--- src/rtl/imem_loader_pkg.sv ---
// Shared types and constants for the instruction-memory byte-stream loader.
package imem_loader_pkg;

    typedef enum logic [2:0] {
        ST_IDLE    = 3'd0,
        ST_ADDR    = 3'd1,
        ST_COUNT   = 3'd2,
        ST_DATA_HI = 3'd3,
        ST_DATA_LO = 3'd4,
        ST_CHK     = 3'd5,
        ST_DONE    = 3'd6
    } state_e;

    localparam logic [7:0] DEFAULT_SYNC_BYTE = 8'hA5;

    localparam int BYTE_CNT_W = 2;
    localparam logic [BYTE_CNT_W-1:0] BYTE_CNT_ZERO   = 2'd0;
    localparam logic [BYTE_CNT_W-1:0] BYTE_CNT_ONE    = 2'd1;
    localparam logic [BYTE_CNT_W-1:0] ADDR_LAST_BYTE  = 2'd3;
    localparam logic [BYTE_CNT_W-1:0] COUNT_LAST_BYTE = 2'd1;

    function automatic logic [7:0] csum_update(input logic [7:0] acc, input logic [7:0] data_byte);
        return acc ^ data_byte;
    endfunction

endpackage

--- src/rtl/imem_word_assembler.sv ---
// Pairs high/low bytes into a 16-bit instruction word and issues a one-cycle
// registered write strobe carrying the address captured with the low byte.
module imem_word_assembler (
    input  logic        clk,
    input  logic        reset,
    input  logic        hi_load,
    input  logic        lo_load,
    input  logic [7:0]  data_byte,
    input  logic [31:0] addr,
    output logic        write_enable,
    output logic [31:0] write_addr,
    output logic [15:0] write_data
);

    logic [7:0] hi_r;

    // Byte pairing and write-strobe generation.
    always_ff @(posedge clk) begin
        if (!reset) begin
            hi_r         <= 8'd0;
            write_enable <= 1'b0;
            write_addr   <= 32'd0;
            write_data   <= 16'd0;
        end else begin
            write_enable <= lo_load;
            if (hi_load) begin
                hi_r <= data_byte;
            end
            if (lo_load) begin
                write_data <= {hi_r, data_byte};
                write_addr <= addr;
            end
        end
    end

endmodule

--- src/rtl/imem_loader.sv ---
// Framed byte-stream loader for instruction memory; holds the fetch stage in
// reset until a frame completes. Trailing checksum enabled by IMEM_LOADER_CHECKSUM_EN.
module imem_loader
    import imem_loader_pkg::*;
#(
    parameter logic [7:0] SYNC_BYTE = DEFAULT_SYNC_BYTE
) (
    input  logic        clk,
    input  logic        reset,
    input  logic [7:0]  rx_data,
    input  logic        rx_valid,
    output logic        rx_ready,
    output logic        write_enable_fm,
    output logic [31:0] write_addr_fm,
    output logic [15:0] write_data_fm,
    output logic        rst_fm,
    output logic        done,
    output logic        error,
    output logic [15:0] load_count
);

    state_e                state_r;
    logic [BYTE_CNT_W-1:0] byte_cnt_r;
    logic [31:0]           addr_r;
    logic [15:0]           count_r;
    logic [15:0]           load_count_r;
    logic                  rx_ready_r;
    logic                  rst_fm_r;
    logic                  done_r;
`ifdef IMEM_LOADER_CHECKSUM_EN
    logic [7:0]            csum_r;
    logic                  error_r;
`endif

    logic        accept_s;
    logic        last_word_s;
    logic        hi_load_s;
    logic        lo_load_s;
    logic [15:0] count_next_s;

    assign accept_s     = rx_valid & rx_ready_r;
    assign count_next_s = {count_r[7:0], rx_data};
    assign last_word_s  = ((load_count_r + 16'd1) == count_r);
    assign hi_load_s    = accept_s && (state_r == ST_DATA_HI);
    assign lo_load_s    = accept_s && (state_r == ST_DATA_LO);

    imem_word_assembler u_word_assembler (
        .clk          (clk),
        .reset        (reset),
        .hi_load      (hi_load_s),
        .lo_load      (lo_load_s),
        .data_byte    (rx_data),
        .addr         (addr_r),
        .write_enable (write_enable_fm),
        .write_addr   (write_addr_fm),
        .write_data   (write_data_fm)
    );

    // Frame parser: header fields, word counting, completion and fetch-reset control.
    always_ff @(posedge clk) begin
        if (!reset) begin
            state_r      <= ST_IDLE;
            byte_cnt_r   <= BYTE_CNT_ZERO;
            addr_r       <= 32'd0;
            count_r      <= 16'd0;
            load_count_r <= 16'd0;
            rx_ready_r   <= 1'b1;
            rst_fm_r     <= 1'b1;
            done_r       <= 1'b0;
`ifdef IMEM_LOADER_CHECKSUM_EN
            csum_r       <= 8'd0;
            error_r      <= 1'b0;
`endif
        end else begin
            done_r <= 1'b0;
            case (state_r)
                ST_IDLE: begin
                    if (accept_s && (rx_data == SYNC_BYTE)) begin
                        state_r      <= ST_ADDR;
                        byte_cnt_r   <= BYTE_CNT_ZERO;
                        load_count_r <= 16'd0;
                        rst_fm_r     <= 1'b1;
`ifdef IMEM_LOADER_CHECKSUM_EN
                        csum_r       <= 8'd0;
                        error_r      <= 1'b0;
`endif
                    end
                end
                ST_ADDR: begin
                    if (accept_s) begin
                        addr_r     <= {addr_r[23:0], rx_data};
                        byte_cnt_r <= byte_cnt_r + BYTE_CNT_ONE;
                        if (byte_cnt_r == ADDR_LAST_BYTE) begin
                            state_r    <= ST_COUNT;
                            byte_cnt_r <= BYTE_CNT_ZERO;
                        end
                    end
                end
                ST_COUNT: begin
                    if (accept_s) begin
                        count_r    <= count_next_s;
                        byte_cnt_r <= byte_cnt_r + BYTE_CNT_ONE;
                        if (byte_cnt_r == COUNT_LAST_BYTE) begin
                            byte_cnt_r <= BYTE_CNT_ZERO;
                            if (count_next_s != 16'd0) begin
                                state_r <= ST_DATA_HI;
                            end else begin
`ifdef IMEM_LOADER_CHECKSUM_EN
                                state_r <= ST_CHK;
`else
                                state_r    <= ST_DONE;
                                done_r     <= 1'b1;
                                rst_fm_r   <= 1'b0;
                                rx_ready_r <= 1'b0;
`endif
                            end
                        end
                    end
                end
                ST_DATA_HI: begin
                    if (accept_s) begin
                        state_r <= ST_DATA_LO;
                    end
                end
                ST_DATA_LO: begin
                    if (accept_s) begin
                        addr_r       <= addr_r + 32'd1;
                        load_count_r <= load_count_r + 16'd1;
                        if (!last_word_s) begin
                            state_r <= ST_DATA_HI;
                        end else begin
`ifdef IMEM_LOADER_CHECKSUM_EN
                            state_r <= ST_CHK;
`else
                            state_r    <= ST_DONE;
                            done_r     <= 1'b1;
                            rst_fm_r   <= 1'b0;
                            rx_ready_r <= 1'b0;
`endif
                        end
                    end
                end
`ifdef IMEM_LOADER_CHECKSUM_EN
                ST_CHK: begin
                    if (accept_s) begin
                        if (rx_data == csum_r) begin
                            state_r    <= ST_DONE;
                            done_r     <= 1'b1;
                            rst_fm_r   <= 1'b0;
                            rx_ready_r <= 1'b0;
                        end else begin
                            state_r <= ST_IDLE;
                            error_r <= 1'b1;
                        end
                    end
                end
`endif
                ST_DONE: begin
                    state_r    <= ST_IDLE;
                    rx_ready_r <= 1'b1;
                end
                default: begin
                    state_r    <= ST_IDLE;
                    rx_ready_r <= 1'b1;
                end
            endcase
`ifdef IMEM_LOADER_CHECKSUM_EN
            // Checksum covers every byte after sync up to the last data byte.
            if (accept_s && (state_r inside {ST_ADDR, ST_COUNT, ST_DATA_HI, ST_DATA_LO})) begin
                csum_r <= csum_update(csum_r, rx_data);
            end
`endif
        end
    end

    assign rx_ready   = rx_ready_r;
    assign rst_fm     = rst_fm_r;
    assign done       = done_r;
    assign load_count = load_count_r;
`ifdef IMEM_LOADER_CHECKSUM_EN
    assign error      = error_r;
`else
    assign error      = 1'b0;
`endif

endmodule

--- config.mk ---
export PLATFORM = sky130hd
export DESIGN_NAME = imem_loader
export DESIGN_NICKNAME = d
export VERILOG_FILES = /design/src/rtl/imem_loader_pkg.sv /design/src/rtl/imem_word_assembler.sv /design/src/rtl/imem_loader.sv
export SDC_FILE = /design/constraint.sdc
export NUM_CORES = 1
export LEC_CHECK = 0
export ABC_AREA = 1
export ABC_CLOCK_PERIOD_IN_PS = 4300
export CAP_MARGIN = 10
export CORE_MARGIN = 1.5
export CORE_UTILIZATION = 40
export CTS_CLUSTER_SIZE = 8
export DETAILED_ROUTE_END_ITERATION = 8
export MAX_ROUTING_LAYER = met4
export PLACE_DENSITY_LB_ADDON = 0.2
export SLEW_MARGIN = 20
export SYNTH_ARGS = -nofsm -noshare
export SYNTH_HDL_FRONTEND = slang
export SYNTH_SLANG_ARGS = --single-unit
export TNS_END_PERCENT = 10
--- constraint.sdc ---
create_clock -name clk -period 4.3 [get_ports clk]
set_clock_uncertainty 0.05 [all_clocks]
set_input_delay 0.645 -clock clk [delete_from_list [all_inputs] [get_ports clk]]
set_output_delay 0.645 -clock clk [all_outputs]
set_load 0.01 [all_outputs]
==> impl_metrics.ini <==
[outcome]
status = finished, final reports clean

[worst_setup_path]
timing.critical_path.arrival_ps = 2930
critical_path.top_delay_family = simple AND/OR/NAND/NOR gates
setup.worst_path.end_class = register
critical-path-max-stage-delay_ps = 830
crit_type = register to register
r2r_start = state_r[1]$_SDFFE_PN0P_
critical_path_cell_by_cell = nor2_1 > inv_1 > nor2_4 > buf_4 > inv_2 > nor2_4 > buf_4 > nor2_1 > inv_1 > nor2_1 > o21a_1
critPathRequiredTime_ps = 4610
cp_max_delay_cell = sky130_fd_sc_hd__nor2_1
startpoint = state_r[1]$_SDFFE_PN0P_
worst-path-max-fanout = 35
critical_path_buf_inv_count = 5
cp_common_cell = sky130_fd_sc_hd__nor2_1
start_kind = register

[die]
io-pin-count = 80
initial_utilization = 0.408
core-area_sq_um = 15800
die_width_um = 130
rows = 46
chipHeight_um = 130
die_area_sq_um = 16900

[place]
gp_congestion = 0.865
place.detailed.hpwl_um = 12300
post-place-cells = 1192
number_of_buffers_added_on_ports = 78

[synth]
postSynthAreaPerCell_sq_um = 6.88
ys_ff_latch = 129
yosysSeqAreaShare = 0.401
synth_cell_types = 47
synth_area_sq_um = 6430
yosysWarningCount = 0
mappedNetlistNets = 951
cells_after_synthesis = 935

[timing]
slew_viol_final = 0
maxSlewHeadroom = 0.304
timing.final.hold_violations = 0
timing.final.crit_share = 0.608
layout_min_cycle_time_ps = 2610
tns_ps = 0
max_slew.worst_pin.slew_ps = 1040
final-setup-viol-count = 0
clock.fmax_mhz = 383
rsz0062_at_grt = false

[power]
power_frac_seq = 0.425
pwr-share-comb = 0.140
intPower_w = 0.00224
max-vdd-ir-drop_v = 0.000242
power_per_cell_area_nw_per_um2 = 392
proportion_of_power_drawn_by_the_clock_network = 0.435
power_leakage_nw = 2.93
totalPowerFinal_w = 0.00309
total_switching_power_w = 0.000853
power.switching_fraction = 0.276

[clock_tree]
worstSkewPairLatency_ps = 420
cts_tree = yes
cts.clk_slew.worst_paths_ps = 50
htree_num_levels = 4
post_cts_hold_buffer_count = 0
postCtsSetupBuffers = 0
clock_root_buffer = sky130_fd_sc_hd__clkbuf_16
clock_sink_count = 129
cts_repair_resize_count = 0
clockBufferDepth = 2
cts_inserted_buffers = 17

[cells_and_area]
post_route_cells_drive_above_1_share = 0.0738
fillers = 1608
mostFrequentLayoutCell = sky130_fd_sc_hd__nand2_1
finalCoreUtilization = 0.500
fin_nets = 1011
area.growth.synth_to_final_pct = 22.6
final_cells = 1219
top_library_cells_by_usage_in_the_layout_fill_and_taps_aside = sky130_fd_sc_hd__nand2_1 (174), sky130_fd_sc_hd__dfxtp_1 (129), sky130_fd_sc_hd__a21oi_1 (112)
n_antenna_cell = 0

[grt]
grt_pass1_vias = 5645
groute.layer.met1.usage = 0.295
gr-usage-met2 = 0.355
antenna_violations_before_repair = 0
grt_max_degree = 59
globalRoute.busiestLayer = met2
globalRouteOverflowTotal = 0
global_route.usage.total = 0.227
grtUsageMet3 = 0.0455
grt_first_pass_wirelength_um = 28900

[drt]
router_iterations_before_antenna_repair = 5
post_drt_via_cell_ratio = 5.12
route.detailed.wl_per_inst_um = 14.6
detail_route.iter0.violations = 452
vias_after_detailed_routing = 6246
totalWireLength_um = 17800
antenna_violating_nets_post_route = 0
drt_drc_violations_left = 0

[worst_hold_path]
hold_path_startpoint = rst_fm$_SDFFE_PN1P_
worstHoldPathType = register to register

[job]
max-cap-violations = 0
==> cell type report <==
cell class	instances	area, sq um	share of cell area
clock buffers	21	480	0.0609
clock inverters	6	60.1	0.00762
inverters	91	342	0.0433
multi-input cells	669	3310	0.419
flip-flops and latches	129	2580	0.328
well taps	216	270	0.0343
repair buffers	87	843	0.107
==> cell usage after synthesis (all sizes together) <==
| library cell | number | area, sq um |
|---|---|---|
| nor3 | 20 | 121 |
| or2 | 3 | 18.8 |
| a221oi | 2 | 23.8 |
| inv | 90 | 338 |
| a41oi | 1 | 8.76 |
| ha | 5 | 62.6 |
| o31ai | 1 | 7.51 |
| o21ai | 113 | 569 |
| a211oi | 4 | 30.0 |
| buf | 17 | 100 |
| xor2 | 15 | 131 |
| o21bai | 2 | 18.8 |
| clkinv | 1 | 3.75 |
| o311ai | 1 | 8.76 |
| xnor2 | 2 | 17.5 |
| o22ai | 1 | 6.26 |
| o221ai | 2 | 17.5 |
| o211ai | 3 | 22.5 |
| nand2 | 183 | 709 |
| clkbuf | 29 | 109 |
| o21a | 1 | 7.51 |
| dfxtp | 129 | 2580 |
| nand3b | 3 | 22.5 |
| nor2 | 121 | 512 |
| conb | 1 | 3.75 |
| a311oi | 2 | 17.5 |
| a21boi | 1 | 11.3 |
| a31oi | 1 | 6.26 |
| a21oi | 113 | 569 |
| nand3 | 52 | 275 |
| nor4 | 3 | 18.8 |
| nand4 | 13 | 81.3 |
==> power by group through the flow <==
stage / clock network [W] / logic (W) / registers, W
floorplan: 0 / 0.000310 / 0.00132
global placement: 0 / 0.000423 / 0.00134
detailed placement: 0 / 0.000428 / 0.00134
CTS: 0.00137 / 0.000431 / 0.00131
global route: 0.00142 / 0.000490 / 0.00132
finish: 0.00135 / 0.000433 / 0.00131
==> routing by layer <==
metal	wire, um	part of all wire
met1	8620	0.48
met2	8140	0.46
met3	784	0.044
met4	252	0.014
met5	0	0
==> logic make-up (layout without fill, tap and decap cells) <==
family,after synthesis,in the layout,synth area share
compound gates,248,248,0.206
xor+xnor,17,17,0.0231
fa+ha+maj,5,5,0.00973
buf+inv,137,205,0.0856
flops,129,129,0.401
other cells,1,1,0.000583
simple gates,398,398,0.273
==> metrics by stage <==
stage               hold slack (ps)  setup WS [ps]  instance area [sq um]
detailed placement              399           1380                   7340
finish                          408           1690                   7890
global placement                400           1350                   7340
global route                    445           1440                   7890
floorplan                       394           2290                   6430
CTS                             407           1680                   7890
==> final timing paths <==
kind | cells after the start | endpoint | slack [ps]
setup / recovery | 11 | load_count[15]$_SDFFE_PN0P_ | 1690
hold / removal | 2 | rst_fm$_SDFFE_PN1P_ | 410
setup reg to reg | 11 | load_count[15]$_SDFFE_PN0P_ | 1690
hold reg to reg | 2 | rst_fm$_SDFFE_PN1P_ | 410
==> registers in the layout, indices dropped and copies added, names as in the netlist <==
register / count
addr_r: 32
byte_cnt_r: 2
count_r: 16
done: 1
load_count: 16
rst_fm: 1
rx_ready: 1
state_r: 3
u_word_assembler.hi_r: 8
u_word_assembler.write_addr: 32
u_word_assembler.write_data: 16
u_word_assembler.write_enable: 1
==> worst register-to-register path, cell delays in order (launching register included) <==
cell                      delay [ps]
sky130_fd_sc_hd__dfxtp_1         400
sky130_fd_sc_hd__nor2_1           80
sky130_fd_sc_hd__inv_1           120
sky130_fd_sc_hd__nor2_4           30
sky130_fd_sc_hd__buf_4           250
sky130_fd_sc_hd__inv_2           130
sky130_fd_sc_hd__nor2_4           40
sky130_fd_sc_hd__buf_4           240
sky130_fd_sc_hd__nor2_1          830
sky130_fd_sc_hd__inv_1           150
sky130_fd_sc_hd__nor2_1          130
sky130_fd_sc_hd__o21a_1          110
Note: power is estimated with default switching activity, not from simulation.
